==> src/rtl/mws_pkg.sv <==
// Shared types and constants for the multi-word add/subtract sequencer.
package mws_pkg;

    localparam int CHUNK_W = 16;

    typedef enum logic [1:0] {
        IDLE = 2'd0,
        RUN  = 2'd1,
        DONE = 2'd2
    } state_t;

    // Chunk-index width; never zero so a 1-bit counter still exists.
    function automatic int idx_w(input int words);
        return (words <= 2) ? 1 : $clog2(words);
    endfunction

endpackage

==> src/rtl/carry_select_adder_16bit.sv <==
// 16-bit carry-select adder: ripple low byte, precomputed high byte for both carries.
module carry_select_adder_16bit (
    input  logic [15:0] a,
    input  logic [15:0] b,
    input  logic        cin,
    output logic [15:0] sum,
    output logic        cout
);

    logic [8:0] lo;
    logic [8:0] hi0;
    logic [8:0] hi1;

    always_comb begin
        lo   = {1'b0, a[7:0]} + {1'b0, b[7:0]} + {8'd0, cin};
        hi0  = {1'b0, a[15:8]} + {1'b0, b[15:8]};
        hi1  = hi0 + 9'd1;
        sum  = {(lo[8] ? hi1[7:0] : hi0[7:0]), lo[7:0]};
        cout = lo[8] ? hi1[8] : hi0[8];
    end

endmodule

==> src/rtl/multiword_add_sequencer.sv <==
// Wide add/subtract sequenced one 16-bit chunk per cycle (LSB first) through a
// single shared carry-select adder, with valid/ready handshakes on both sides.
module multiword_add_sequencer
    import mws_pkg::*;
#(
    parameter int WORDS = 4
) (
    input  logic                   clk,
    input  logic                   rst,
    input  logic                   in_valid,
    output logic                   in_ready,
    input  logic [16*WORDS-1:0]    in_a,
    input  logic [16*WORDS-1:0]    in_b,
    input  logic                   in_cin,
    input  logic                   in_sub,
    output logic                   out_valid,
    input  logic                   out_ready,
    output logic [16*WORDS-1:0]    out_sum,
    output logic                   out_cout,
    output logic                   out_ovf,
    output logic                   busy
);

    localparam int IDX_W = idx_w(WORDS);
    localparam logic [IDX_W-1:0] LAST_IDX = IDX_W'(WORDS - 1);

    state_t                           state_q, state_d;
    logic [IDX_W-1:0]                 idx_q, idx_d;
    logic                             carry_q, carry_d;
    logic [WORDS-1:0][CHUNK_W-1:0]    a_q, a_d;
    logic [WORDS-1:0][CHUNK_W-1:0]    b_q, b_d;
    logic [WORDS-1:0][CHUNK_W-1:0]    work_q, work_d;
    logic [WORDS-1:0][CHUNK_W-1:0]    sum_q, sum_d;
    logic                             cout_q, cout_d;
    logic                             ovf_q, ovf_d;
    logic                             valid_q, valid_d;

    logic [CHUNK_W-1:0]               add_a;
    logic [CHUNK_W-1:0]               add_b;
    logic [CHUNK_W-1:0]               add_sum;
    logic                             add_cout;

    assign add_a = a_q[idx_q];
    assign add_b = b_q[idx_q];

    carry_select_adder_16bit u_adder (
        .a    (add_a),
        .b    (add_b),
        .cin  (carry_q),
        .sum  (add_sum),
        .cout (add_cout)
    );

    // Reset holds the state at IDLE, so acceptance is also gated by rst itself.
    assign in_ready  = (state_q == IDLE) && !rst;
    assign busy      = (state_q != IDLE);
    assign out_valid = valid_q;
    assign out_sum   = sum_q;
    assign out_cout  = cout_q;
    assign out_ovf   = ovf_q;

    always_comb begin
        state_d = state_q;
        idx_d   = idx_q;
        carry_d = carry_q;
        a_d     = a_q;
        b_d     = b_q;
        work_d  = work_q;
        sum_d   = sum_q;
        cout_d  = cout_q;
        ovf_d   = ovf_q;
        valid_d = valid_q;

        case (state_q)
            IDLE: begin
                if (in_valid && in_ready) begin
                    a_d     = in_a;
                    b_d     = in_sub ? ~in_b : in_b;
                    carry_d = in_sub ? 1'b1 : in_cin;
                    idx_d   = '0;
                    state_d = RUN;
                end
            end
            RUN: begin
                work_d[idx_q] = add_sum;
                carry_d       = add_cout;
                idx_d         = idx_q + IDX_W'(1);
                // Results publish only on completion so the previous answer stays visible meanwhile.
                if (idx_q == LAST_IDX) begin
                    idx_d   = '0;
                    sum_d   = work_d;
                    cout_d  = add_cout;
                    ovf_d   = (a_q[WORDS-1][CHUNK_W-1] == b_q[WORDS-1][CHUNK_W-1]) &&
                              (add_sum[CHUNK_W-1] != a_q[WORDS-1][CHUNK_W-1]);
                    valid_d = 1'b1;
                    state_d = DONE;
                end
            end
            DONE: begin
                if (out_ready) begin
                    valid_d = 1'b0;
                    state_d = IDLE;
                end
            end
            default: begin
                valid_d = 1'b0;
                state_d = IDLE;
            end
        endcase
    end

    always_ff @(posedge clk or posedge rst) begin
        if (rst) begin
            state_q <= IDLE;
            idx_q   <= '0;
            carry_q <= 1'b0;
            a_q     <= '0;
            b_q     <= '0;
            work_q  <= '0;
            sum_q   <= '0;
            cout_q  <= 1'b0;
            ovf_q   <= 1'b0;
            valid_q <= 1'b0;
        end else begin
            state_q <= state_d;
            idx_q   <= idx_d;
            carry_q <= carry_d;
            a_q     <= a_d;
            b_q     <= b_d;
            work_q  <= work_d;
            sum_q   <= sum_d;
            cout_q  <= cout_d;
            ovf_q   <= ovf_d;
            valid_q <= valid_d;
        end
    end

endmodule

==> config.mk <==
export PLATFORM = sky130hd
export DESIGN_NAME = multiword_add_sequencer
export DESIGN_NICKNAME = d
export VERILOG_FILES = /design/src/rtl/mws_pkg.sv /design/src/rtl/carry_select_adder_16bit.sv /design/src/rtl/multiword_add_sequencer.sv
export SDC_FILE = /design/constraint.sdc
export NUM_CORES = 1
export LEC_CHECK = 0
export BUFFER_PORTS_ARGS = -buffer_cell sky130_fd_sc_hd__buf_2
export CAP_MARGIN = 15
export CORE_MARGIN = 4
export CORE_UTILIZATION = 28
export DETAILED_ROUTE_END_ITERATION = 7
export PLACE_DENSITY = 0.44
export REMOVE_ABC_BUFFERS = 1
export SLEW_MARGIN = 20
export SYNTH_ARGS = -nofsm -noshare
export SYNTH_HDL_FRONTEND = slang
export SYNTH_SLANG_ARGS = --single-unit
==> constraint.sdc <==
create_clock -name clk -period 13.6 [get_ports clk]
set_clock_uncertainty 0.05 [all_clocks]
set_input_delay 2.72 -clock clk [delete_from_list [all_inputs] [get_ports clk]]
set_output_delay 2.72 -clock clk [all_outputs]
set_load 0.01 [all_outputs]
-- Word-level counts from Yosys, hierarchy flattened
Cells that the tools add are included.
- register bits after elaboration: 264
- input bits: 134
- output and inout port bits: 69
- logic and storage cells: 75
- add/sub/neg operators: 5
- order comparisons: 2
- equal/unequal tests: 8
- mux-type cells: 23
- bitwise logic cells: 2
- reduce and logical (&&, ||, !) cells: 13
- operators with widths (kind ; count):
    16-bit binary-select mux with 2-bit select ; 2
    64-bit bitwise mux ; 1
    64-bit two-way mux ; 1
    64-bit inverter ; 1
    16-bit two-way mux ; 3
    16-bit demux with 2-bit select ; 1
    8-bit by 8-bit adder with 9-bit output ; 2
    2-bit two-way mux ; 5
    9-bit by 1-bit adder with 9-bit output ; 1
    9-bit by 1-bit adder with 9-bit output (second input constant) ; 1
    8-bit two-way mux ; 1
    2-bit one-hot mux with 3 select lines ; 1
    2-bit AND reduction ; 3
    3-bit AND reduction ; 2
    1-bit two-way mux ; 5
    2-bit equality test (second input constant) ; 2
    1-bit logical AND ; 4
    2-bit inequality test (second input constant) ; 2
    2-bit one-hot mux with 2 select lines ; 1
    2-bit nonzero test ; 2
    2-bit by 3-bit less-than comparator with 1-bit output (second input constant) ; 1
    1-bit one-hot mux with 3 select lines ; 1
    2-bit by 1-bit adder with 2-bit output (second input constant) ; 1
    2-bit by 1-bit equality test with 1-bit output (second input constant) ; 1
    other kinds (8) ; 8

-- Logic depth before layout (Yosys ltp)
- depth after elaboration: 7
- mapped depth: 13
- gate-level depth less buffers: 12

-- Cells and area by module
From an unflattened synthesis, not the netlist that was laid out.
- cells, all modules: 1079
- area, all modules: 11783.8 um^2
- modules (own cells, without submodules) (module ; instances ; cells each ; area each (um^2) ; sequential area each (um^2)):
    multiword_add_sequencer ; 1 ; 978 ; 10969.3 ; 6206.0
    carry_select_adder_16bit ; 1 ; 101 ; 814.5 ; 0.0

-- Worst setup path after synthesis
Ideal clock, no wire load.
- kind: input to output
- start: input rst
- end: output in_ready
- arrival time: 2.940 ns
- data required time: 10.830 ns
- slack: 7.890 ns
- stages: 1
- buffers on the path: 0
- path through: nor2_1
- word-level cells in the longest chain between the ends: 2
- ends and longest elaborated chain (element ; line ; text):
    start, declared ; multiword_add_sequencer.sv:9 ; input logic rst,
    1-bit logical NOT (no line) ; n/a ;
    1-bit logical AND ; multiword_add_sequencer.sv:55 ; assign in_ready = (state_q == IDLE) && !rst;
    end, declared ; multiword_add_sequencer.sv:11 ; output logic in_ready,
No other way between the ends.

-- Worst setup path after layout
Ends and elaborated chain as after synthesis.

==> metrics.txt <==
outcome finished clean; Die Y roughly 210 um; Max Freq around 160 MHz; final std cells w/o fill around 1,900; register area share after synthesis 52.68%; # Post-CTS Setup Buffers 0; worst slew pin tran ~1100 ps; Row Count 74; drt drc 0; Final Max Slew Viols 0; Root Driver clkbuf_16; Synthesis Warnings 0; Clock Tree Buf Depth 3; Initial Util between 20 and 30%; Ports just over 200; Initial DRT Pass Iterations 5; Pwr per Cell Area roughly 300 nW/um2; Reg power frac between 20% and 30%; vias in the first global route between 8,000 and 9,000; commonest non-fill, non-tap cell in the layout nand2_1; critical path class in -> out; initial DRC count 420; Psw around 1.8 mW; mapped cell area ~12,000 um2; Top cell by count, worst path buf_2; WL/cell roughly 17 um; DR vias/cell 4.519; CTS tree done; Slew HR 28.89%; layout cells sized above 1 a little under a quarter; final worst path period need ~6100 ps; HPWL Detailed roughly 22 mm; CP max FO 3; Place WS 7522 ps; Setup-failing EPs final 0; most frequent cells in the layout nand2_1 (381), dfrtp_1 (246), buf_2 (201), o21ai_0 (176), xnor2_1 (73); post-synth top area share roughly 53%; routability cong. 0.7456; cts bufs inserted 30; die width 213.1 um; Final TNS setup 0 ps; final wirelength approximately 32 mm; Max IR drop VDD between 150 and 200 uV; Fillers between 4,000 and 5,000; Setup crit start kind input port; WP data required between 10,000 and 15,000 ps; post-route cell area approximately 14,000 um2; max-cap viol count 0; first-pass GRT wire length 51.23 mm; synth top area cells dfrtp_1 (53%), nand2_1 (12%), o21ai_0 (7.5%); Seq cells post-synth approximately 250; H-tree levels 1; cell chain of the critical path buf_2 -> nor2_1 -> buf_2; fin worst setup slack 7524 ps; hold-fix buffers at CTS 0; Top FF cell, synth dfrtp_1; Gate power share about half; synth-to-layout area growth 21.14%; CP max-delay cell nor2_1; # port buffers roughly 200; worst skew pair latency around 560 ps; critical path capture point type primary output; Pint between 2 and 2.5 mW; synthesized area per cell around 9.8 um2; Synth async-reset ratio 100.0%; Pleak 6.817 nW; post-CTS resize count 0; initial antenna violation count 0; largest net degree at the start of global routing ~130; placed insts ~1,900; RSZ-0062 raised after global routing false; Overflow after GRT 0; DIE AREA roughly 45,000 um2; DRT antenna net count 0; Clock transition at path regs 60 ps; Synth Instances about 1,200; final hold violation count 0; core area 41,200 um2; worst hold path class reg -> reg; dominant cell type by area after synthesis dfrtp_1; GRT Total Usage approximately 14%; Diodes inserted 0; Clk pwr share 18.8%; synth unique cells around 50; switching part of the total 43.54%; via count 8,681; clk sink count ~250; number of flops mapped to enable cells by yosys 0; CP peak stage delay roughly 250 ps; crit share post-route around 45%; Area after DPL about 13,000 um2; Worst Path Arrival 3310 ps; Layout Nets roughly 1,500
[layer usage]
layer / up-vias / GRT usage, % / share of wire [%]
met5: - / 0 / 0
met4: 0 / 3.154 / 1.6
met3: 37 / 2.204 / 4.5
met2: 169 / 21.69 / 43
met1: 4120 / 21.38 / 50
li1: 4355 / - / -
[state kept, by name, indices dropped and copies added (netlist names)]
signal     cells
out_sum       64
out_ovf        1
idx_q          2
carry_q        1
state_q        2
out_valid      1
out_cout       1
work_q        48
b_q           64
a_q           64
[final timing paths]
path | start | endpoint | slack, ps | cells after the start
setup / recovery | rst | in_ready | 7520 | 3
hold / removal | out_sum[11] | out_sum[11] | 410 | 2
setup reg to reg | idx_q[0] | out_sum[62] | 8940 | 13
hold reg to reg | out_sum[11] | out_sum[11] | 410 | 2
max in group asynchronous | rst | idx_q[0] | 9650 | 3
min in group asynchronous | rst | out_sum[47] | 2330 | 2
[through the flow]
stage / utilization [%] / hold WS, ps / power [mW]
after floorplan: - / 390.3 / 2.745
after global placement: 32.22 / 399.8 / 3.478
after detailed placement: 32.22 / 407.1 / 3.506
after CTS: 34.61 / 420.9 / 4.327
after global routing: 34.63 / 438.1 / 4.634
final: 34.63 / 412.2 / 4.225
[synth_stat cells, types with 4 or more instances]
master	number
nand2_1	383
dfrtp_1	248
o21ai_0	176
xnor2_1	73
clkbuf_1	67
mux4_2	32
a21oi_1	24
nor2_1	23
ha_1	20
mux2i_1	19
buf_1	13
nor3b_1	13
inv_1	11
a21o_1	9
a211o_1	7
xor2_1	7
nor3_1	6
o211ai_1	6
a211oi_1	5
nand3_1	5
or2_2	5
nand2b_1	4
nor2b_1	4
o21a_1	4
[power by group through the flow]
stage / Clock (mW) / Sequential [mW] / Combinational [mW]
final: 0.794 / 1.25 / 2.18
after global routing: 0.852 / 1.30 / 2.48
after detailed placement: 0 / 1.27 / 2.24
after CTS: 0.826 / 1.26 / 2.24
after floorplan: 0 / 1.30 / 1.45
after global placement: 0 / 1.26 / 2.22
[critical path, delay by kind of cell]
kind                   cells  cell delay (ps)
buffers and inverters      2              330
and+or+nand+nor            1              250
[cell families (layout without fill, tap and decap cells)]
| group | Yosys count | count (layout) | share of synthesized area (%) |
|---|---|---|---|
| buffers and inverters | 94 | 280 | 3.027 |
| and+or+nand+nor | 456 | 456 | 15.67 |
| adders and majority gates | 23 | 23 | 2.634 |
| AOI/OAI and AO/OA | 246 | 246 | 11.75 |
| muxes | 54 | 54 | 8.019 |
| DFF | 248 | 248 | 52.68 |
| xor gates and xnor gates | 82 | 82 | 6.224 |
[layout make-up]
class | count | area (um2) | share of cell area, %
repair buffers | 216 | 1119 | 7.839
flip-flops and latches | 248 | 6208 | 43.51
multi-input cells | 861 | 5243 | 36.74
clock buffers | 46 | 922.1 | 6.462
clock inverters | 7 | 63.81 | 0.4472
well taps | 532 | 665.6 | 4.665
inverters | 11 | 48.80 | 0.3420
No activity file was read; power rests on OpenSTA's default activity.
